===== src/rtl/cdc_handshake_tx_pkg.sv =====
// Shared definitions for the toggle (two-phase) request/acknowledge bus crossing.
// Used by both the transmit and receive halves.
package cdc_handshake_tx_pkg;

  // Handshake FSM states
  typedef enum logic {
    IDLE     = 1'b0,
    WAIT_ACK = 1'b1
  } cdc_state_e;

  // Width of the completed-transfer counter
  localparam int unsigned XFER_CNT_W = 16;

  // Legal range of synchronizer depth
  localparam int unsigned SYNC_STAGES_MIN = 2;
  localparam int unsigned SYNC_STAGES_MAX = 4;

  // Timeout counter width; a zero timeout keeps a one-bit counter
  function automatic int unsigned to_cnt_width(input int unsigned t);
    return (t == 0) ? 1 : $clog2(t + 1);
  endfunction

endpackage


===== src/rtl/cdc_handshake_tx_toggle_sync.sv =====
// toggle_sync: multi-flop synchronizer for a toggle signal, plus edge detect.
// Ports:
//   clk, rst  - destination clock, async active-low reset
//   din       - asynchronous toggle input
//   level     - synchronized level (last sync stage)
//   pulse_c   - one-cycle pulse whenever the synchronized level changes
module toggle_sync
  import cdc_handshake_tx_pkg::*;
#(
  parameter int unsigned STAGES = 2
) (
  input  logic clk,
  input  logic rst,
  input  logic din,
  output logic level,
  output logic pulse_c
);

  if (STAGES < SYNC_STAGES_MIN || STAGES > SYNC_STAGES_MAX) begin : g_bad_stages
    $error("toggle_sync: STAGES out of legal range");
  end

  logic [STAGES-1:0] sync_q;
  logic              level_d;

  // Synchronizer chain plus one delay register for edge detection
  always_ff @(posedge clk or negedge rst) begin
    if (!rst) begin
      sync_q  <= '0;
      level_d <= 1'b0;
    end else begin
      sync_q  <= {sync_q[STAGES-2:0], din};
      level_d <= sync_q[STAGES-1];
    end
  end

  assign level   = sync_q[STAGES-1];
  assign pulse_c = sync_q[STAGES-1] ^ level_d;

endmodule


===== src/rtl/cdc_handshake_tx.sv =====
// cdc_handshake_tx: source half of a two-phase request/acknowledge crossing.
// Accepts a word on in_valid/in_ready, holds it on tx_data, toggles tx_req and
// waits for the synchronized rx_ack toggle before accepting the next word.
// Ports:
//   clk, rst              - source clock, async active-low reset
//   in_data/in_valid/in_ready - word input handshake (ready only in IDLE)
//   tx_data, tx_req       - held word and request toggle to the destination
//   rx_ack                - acknowledge toggle from the destination (async)
//   busy                  - waiting for acknowledge
//   xfer_cnt              - completed transfers, wrapping
//   err_timeout, err_proto - sticky error flags
module cdc_handshake_tx
  import cdc_handshake_tx_pkg::*;
#(
  parameter int unsigned DATAWIDTH   = 4,
  parameter int unsigned SYNC_STAGES = 2,
  parameter int unsigned TIMEOUT     = 1024
) (
  input  logic                  clk,
  input  logic                  rst,
  input  logic [DATAWIDTH-1:0]  in_data,
  input  logic                  in_valid,
  output logic                  in_ready,
  output logic [DATAWIDTH-1:0]  tx_data,
  output logic                  tx_req,
  input  logic                  rx_ack,
  output logic                  busy,
  output logic [XFER_CNT_W-1:0] xfer_cnt,
  output logic                  err_timeout,
  output logic                  err_proto
);

  localparam int unsigned      TO_W   = to_cnt_width(TIMEOUT);
  localparam logic [TO_W-1:0]  TO_MAX = TO_W'(TIMEOUT);

  cdc_state_e      state;
  logic [TO_W-1:0] to_cnt;
  logic            ack_s;
  logic            ack_evt_c;
  logic            unused_ok;

  toggle_sync #(
    .STAGES (SYNC_STAGES)
  ) u_ack_sync (
    .clk     (clk),
    .rst     (rst),
    .din     (rx_ack),
    .level   (ack_s),
    .pulse_c (ack_evt_c)
  );

  // Only the edge of the acknowledge matters, never its level
  assign unused_ok = ack_s;

  // Handshake FSM with registered outputs, timeout counter and error flags
  always_ff @(posedge clk or negedge rst) begin
    if (!rst) begin
      state       <= IDLE;
      in_ready    <= 1'b1;
      busy        <= 1'b0;
      tx_data     <= '0;
      tx_req      <= 1'b0;
      to_cnt      <= '0;
      xfer_cnt    <= '0;
      err_timeout <= 1'b0;
      err_proto   <= 1'b0;
    end else begin
      // An acknowledge while nothing is outstanding is a protocol error
      if (ack_evt_c && state == IDLE) begin
        err_proto <= 1'b1;
      end
      unique case (state)
        IDLE: begin
          if (in_valid) begin
            tx_data  <= in_data;
            tx_req   <= ~tx_req;
            to_cnt   <= '0;
            state    <= WAIT_ACK;
            in_ready <= 1'b0;
            busy     <= 1'b1;
          end
        end
        WAIT_ACK: begin
          if (ack_evt_c) begin
            state    <= IDLE;
            in_ready <= 1'b1;
            busy     <= 1'b0;
            xfer_cnt <= xfer_cnt + XFER_CNT_W'(1);
          end else if (TIMEOUT != 0 && to_cnt != TO_MAX) begin
            // Saturating count; the transfer keeps waiting after a timeout
            to_cnt <= to_cnt + TO_W'(1);
            if (to_cnt == TO_MAX - TO_W'(1)) begin
              err_timeout <= 1'b1;
            end
          end
        end
        default: begin
          state    <= IDLE;
          in_ready <= 1'b1;
          busy     <= 1'b0;
        end
      endcase
    end
  end

endmodule


===== config.mk =====
export PLATFORM = sky130hd
export DESIGN_NAME = cdc_handshake_tx
export DESIGN_NICKNAME = d
export VERILOG_FILES = /design/src/rtl/cdc_handshake_tx_pkg.sv /design/src/rtl/cdc_handshake_tx_toggle_sync.sv /design/src/rtl/cdc_handshake_tx.sv
export SDC_FILE = /design/constraint.sdc
export NUM_CORES = 1
export LEC_CHECK = 0
export ABC_AREA = 0
export CORE_ASPECT_RATIO = 1.4
export CORE_MARGIN = 2
export CORE_UTILIZATION = 45
export CTS_CLUSTER_SIZE = 24
export DETAILED_ROUTE_END_ITERATION = 7
export PLACE_DENSITY_LB_ADDON = 0.05
export SLEW_MARGIN = 15
export SYNTH_ARGS = -nofsm -noshare
export SYNTH_HDL_FRONTEND = slang
export SYNTH_SLANG_ARGS = --single-unit
export TNS_END_PERCENT = 5

===== constraint.sdc =====
create_clock -name clk -period 1.6 [get_ports clk]
set_input_delay 0.32 -clock clk [delete_from_list [all_inputs] [get_ports clk]]
set_output_delay 0.32 -clock clk [all_outputs]
set_load 0.02 [all_outputs]

Word level (Yosys, flattened, before mapping)
Index checks and enable logic that the tools add are counted.
{ "word_totals": {"regBits": 40, "inputBits": 8, "output_inout_bits": 25, "word_cells": 42} }
{ "op_classes": {"addsub": 2, "n_eq_ne": 6, "n_mux": 13, "bitwise_logic": 4, "reduce_logical": 6} }
{ "ops": {"columns": ["operator", "n"], "rows": [
  ["$mux 11", 3],
  ["$pmux 11 s2", 1],
  ["$add 16x1->16 const B", 1],
  ["$add 11x1->11 const B", 1],
  ["$eq 11x10->1 const B", 1],
  ["$ne 11x11->1 const B", 1],
  ["$mux 1", 6],
  ["$pmux 1 s2", 3],
  ["$reduce_and 2->1", 3],
  ["$ne 2x1->1 const B", 2],
  ["$ne 2x2->1 const B", 2],
  ["$reduce_and 4->1", 1],
  ["$not 1->1", 3],
  ["$reduce_and 3->1", 1],
  ["$logic_and 1x1->1", 1],
  ["$xor 1x1->1", 1]
]} }

Longest topological paths before layout
{ "logic_depth": {"word_depth": 4, "depth_mapped": 6, "depth_no_buf": 5} }

Cells and area by module
A second synthesis with hierarchy kept.
{ "hier_totals": {"cells_unflattened": 160, "area_unflattened_um2": 1784.2} }
{ "by_module_without_submodules": {"columns": ["mod", "n_inst", "cells_each", "area_each_um2", "seq_area_each_um2"], "rows": [
  ["cdc_handshake_tx", 1, 156, 1700.4, 927.1],
  ["toggle_sync", 1, 4, 83.8, 75.1]
]} }

Worst setup path before layout
No wires, ideal clock.
{ "synth_timing": {"path_kind": "register to register", "start": "register to_cnt[0]", "end": "register to_cnt[10]", "setup_time_ns": 0.126, "arrival_ns": 1.478, "t_required_ns": 1.474, "path_slack_ns": -0.005, "stages_incl_launch_ff": 6, "path_buffers": 0, "synth_period_minus_slack_ns": 1.605, "cell_sequence": "dfrtp_1 ha_1 nand2_1 or3_1 and4_4 a311o_1"} }
{ "synth_via": {"elab_chain_len": 4, "word_cells_on_any_way": 7, "classes_between": "1 x add/sub; 2 x eq/ne; 3 x mux; 1 x reduce/logical"} }
{ "synth_rtl": {"columns": ["item", "line", "rtl"], "rows": [
  ["from (decl)", "cdc_handshake_tx.sv:37", "logic [TO_W-1:0] to_cnt;"],
  ["from (signal assigned)", "cdc_handshake_tx.sv:91", "to_cnt <= to_cnt + TO_W'(1);"],
  ["$add 11x1->11", "cdc_handshake_tx.sv:91", null],
  ["$mux 11", "cdc_handshake_tx.sv:89", "end else if (TIMEOUT != 0 && to_cnt != TO_MAX) begin"],
  ["$mux 11", "cdc_handshake_tx.sv:84", "if (ack_evt_c) begin"],
  ["$pmux 11 s2", "cdc_handshake_tx.sv:72", "unique case (state)"]
]} }
Parallel ways exist; a longest one is shown, timed or not. The select of a mux whose other input is x is not followed.
A chain may end at the register's enable or synchronous reset.

Final worst setup path
{ "layout_timing": {"start": "register to_cnt[2]", "end": "register to_cnt[6]"} }
The elaborated chain is that of the path after synthesis.

==> results.txt <==
Final Wtd Congestion -> 0.828
vias in the first global route -> 1504
Post-Place Setup Slack -> -0.0173 ns
clock buffer depth -> 2
final std cells w/o fill -> 262
CP max-delay cell -> or4_4
Crit path required time -> 1.77 ns
Peak Freq -> 613 MHz
Diodes inserted -> 0
Initial DRC Count -> 67
status -> complete, but fails checks
grt peak-use layer -> met2
cells on worst reg2reg path -> 5
Hold Vio Cnt, Final -> 19
crit-path cells -> nand3_2, buf_4, or4_4, a2bb2oi_1, mux2i_1
setup TNS -> -0.0323 ns
Crit Path Max Fanout -> 4
DRC viols -> 0
Starting Density -> 0.469
row count -> 27
utilization after layout -> 0.642
HPWL Detailed -> 2760 um
share of cells above drive strength 1 -> 0.283
Routed WL per cell -> 14.5 um
Crit. End Element -> flop
Die X-Extent -> 58.0 um
IO Pins -> 33
Final nets -> 229
chip height -> 79.6 um
fin. max-slew vios -> 0
Routed Antenna Nets -> 0
routing usage on met3 -> 0.0502
root buffer cell -> clkbuf_8
reg2reg setup slack -> -0.03 ns
grt ovf -> 0
RSZ-0062 raised after global routing -> true
vias per std cell -> 5.46
Final Skew -> 0.00500 ns
pwr dens -> 1190 mW/mm^2
clk sinks -> 40
capturing point of the worst reg2reg path -> to_cnt[6]$_DFFE_PN0P_
Net Count, Synth -> 170
leak pwr -> 0.00126 uW
first-pass GRT wire length -> 6760 um
Fin Hold WS -> -0.0170 ns
Worst setup SP type -> flop
initial antenna violation count -> 0
FF-to-FF Start -> to_cnt[2]$_DFFE_PN0P_
slowest stage delay, CP -> 0.49 ns
violated checks -> hold timing, setup timing
detailed-route via count -> 1430
Distinct cells, synth -> 38
IO buf count -> 32
WS Path Type -> flop to flop
worst-margin pin slew -> 0.497 ns
Warnings, synthesis -> 0
CORE AREA -> 0.00392 sq mm
CTS Buf Count -> 5
drt total wl -> 3790 um
fin crit share -> 1.02
Syn Area/Cell -> 11.6 sq um
clk slew on worst S/H paths -> 0.08 ns
largest net degree at the start of global routing -> 22
CTS tree -> done
WP data arrival -> 1.81 ns
met1 GRT Util -> 0.227
H-tree depth -> 2
Max IR drop VDD -> 1.06 mV
Mapped Cells -> 159
post-synthesis cell area -> 0.00184 sq mm
final setup vio count -> 1
# Max-Cap Violations -> 0
register area share after synthesis -> 0.546
All-Layer GR Usage -> 0.193
die area -> 0.00462 sq mm
FF+latch count, synth -> 40
max_slew headroom -> 0.669
Worst Setup SP -> to_cnt[2]$_DFFE_PN0P_
Hold Crit Class -> input pin to async pin
synth-to-layout area growth -> 37.0%
Final Critical Period -> 1.63 ns
TritonRoute pass-1 iters -> 4
Inst Count DP -> 253
Final Worst Setup Slack -> -0.0323 ns
clock latency on the worst-skew pair -> 0.29 ns
GR Layer Usage met2 -> 0.324
[critical path: cells and delay by family (launching register included)]
family | cells | cell delay [ns]
buffers and inverters | 1 | 0.15
DFF | 1 | 0.48
and+or+nand+nor | 2 | 0.62
AOI/OAI and AO/OA | 1 | 0.17
muxes | 1 | 0.09
[cells by family (layout without fill, tap and decap cells)]
family / after synthesis / after routing / synth area share
AOI/OAI and AO/OA: 14 / 14 / 0.0579
xor gates and xnor gates: 18 / 18 / 0.0960
adders and majority gates: 3 / 3 / 0.0204
buffers and inverters: 9 / 69 / 0.0198
DFF: 40 / 40 / 0.546
muxes: 11 / 11 / 0.0634
and+or+nand+nor: 64 / 64 / 0.197
[power breakdown]
| part | switching, uW | internal [uW] |
|---|---|---|
| Clock | 352 | 344 |
| Sequential | 142 | 1190 |
| Combinational | 493 | 474 |
[cell type report]
type	instances	area (sq um)
multi-input cells	110	835
clock buffers	6	82.6
repair buffers	54	497
flip-flops and latches	40	1010
well taps	43	53.8
inverters	7	26.3
clock inverters	2	10.0
fillers	325	1400
[Yosys cell counts]
cell	n	area, sq um
or4_4	1	11.3
nor2_1	8	30.0
inv_1	7	26.3
xnor2_1	11	96.3
o21a_1	2	15.0
o41ai_1	1	8.76
nor4_1	2	12.5
nor2_2	1	6.26
o31ai_1	1	7.51
or3_1	1	6.26
nand2_1	22	82.6
and4_4	1	11.3
a31o_1	1	8.76
a21o_1	1	7.51
ha_1	3	37.5
o21ai_0	2	10.0
and3_1	5	31.3
dfstp_2	1	26.3
a311o_1	1	10.0
xor2_4	1	27.5
nand3_2	1	10.0
mux2i_1	6	60.1
o22a_1	2	17.5
buf_2	2	10.0
dfrtp_1	39	976
xor2_1	6	52.6
nor4_4	1	21.3
a21oi_1	1	5.00
a2bb2oi_1	1	8.76
o211ai_1	1	7.51
and4_1	1	8.76
nand4_1	6	37.5
nand4_4	1	21.3
nor3_1	4	20.0
nand3_1	7	35.0
nor3_2	1	10.0
nand2b_1	1	6.26
mux2_2	5	56.3
[registers in the layout, indices dropped and copies added (netlist names)]
register / count
to_cnt: 11
xfer_cnt: 16
u_ack_sync.sync_q: 2
in_ready: 1
state: 1
busy: 1
u_ack_sync.level_d: 1
tx_data: 4
tx_req: 1
err_proto: 1
err_timeout: 1
[per-layer routing]
layer / vias to the layer above / routed length [um]
met3: 6 / 181
met4: 0 / 68
met5: - / 0
met2: 45 / 2010
met1: 705 / 1530
li1: 674 / -
[through the flow]
| step | instance area [sq um] | power, uW |
|---|---|---|
| after floorplan | 1840 | 1850 |
| after global placement | 2370 | 2310 |
| after detailed placement | 2370 | 2340 |
| after CTS | 2440 | 2970 |
| after global routing | 2520 | 3170 |
| final | 2520 | 3000 |
[cells in the final DEF, fill, tap and decap left out, types with 7 or more instances in the layout]
| cell type | synthesis | final |
|---|---|---|
| buf_4 | 0 | 20 |
| clkdlybuf4s50_1 | 0 | 7 |
| dfrtp_1 | 39 | 31 |
| dfrtp_2 | 0 | 8 |
| dlygate4sd2_1 | 0 | 16 |
| dlymetal6s2s_1 | 0 | 8 |
| nand2_1 | 22 | 22 |
| nor2_1 | 8 | 8 |
| xnor2_1 | 11 | 11 |
[repair_timing]
| action | CTS | global route |
|---|---|---|
| buffers inserted | 0 | 1 |
| hold buffers | 0 | 0 |
| setup endpoints to repair | 17 | 20 |
| pin swaps | 0 | 7 |
| gates resized for setup | 17 | 25 |
| cloned | 0 | 0 |
[worst max-delay path by stage]
stage | to | slack [ns] | depth (start not counted)
2_1_floorplan | to_cnt[10]$_DFFE_PN0P_ | 0.03 | 5
3_3_place_gp | tx_data[1]$_DFFE_PN0P_ | -0.005 | 3
3_5_place_dp | to_cnt[10]$_DFFE_PN0P_ | -0.02 | 3
4_1_cts | to_cnt[6]$_DFFE_PN0P_ | 0.003 | 4
5_1_grt | to_cnt[10]$_DFFE_PN0P_ | -0.05 | 4
6_report | to_cnt[6]$_DFFE_PN0P_ | -0.03 | 5
Power figures use the tool's default switching activity.
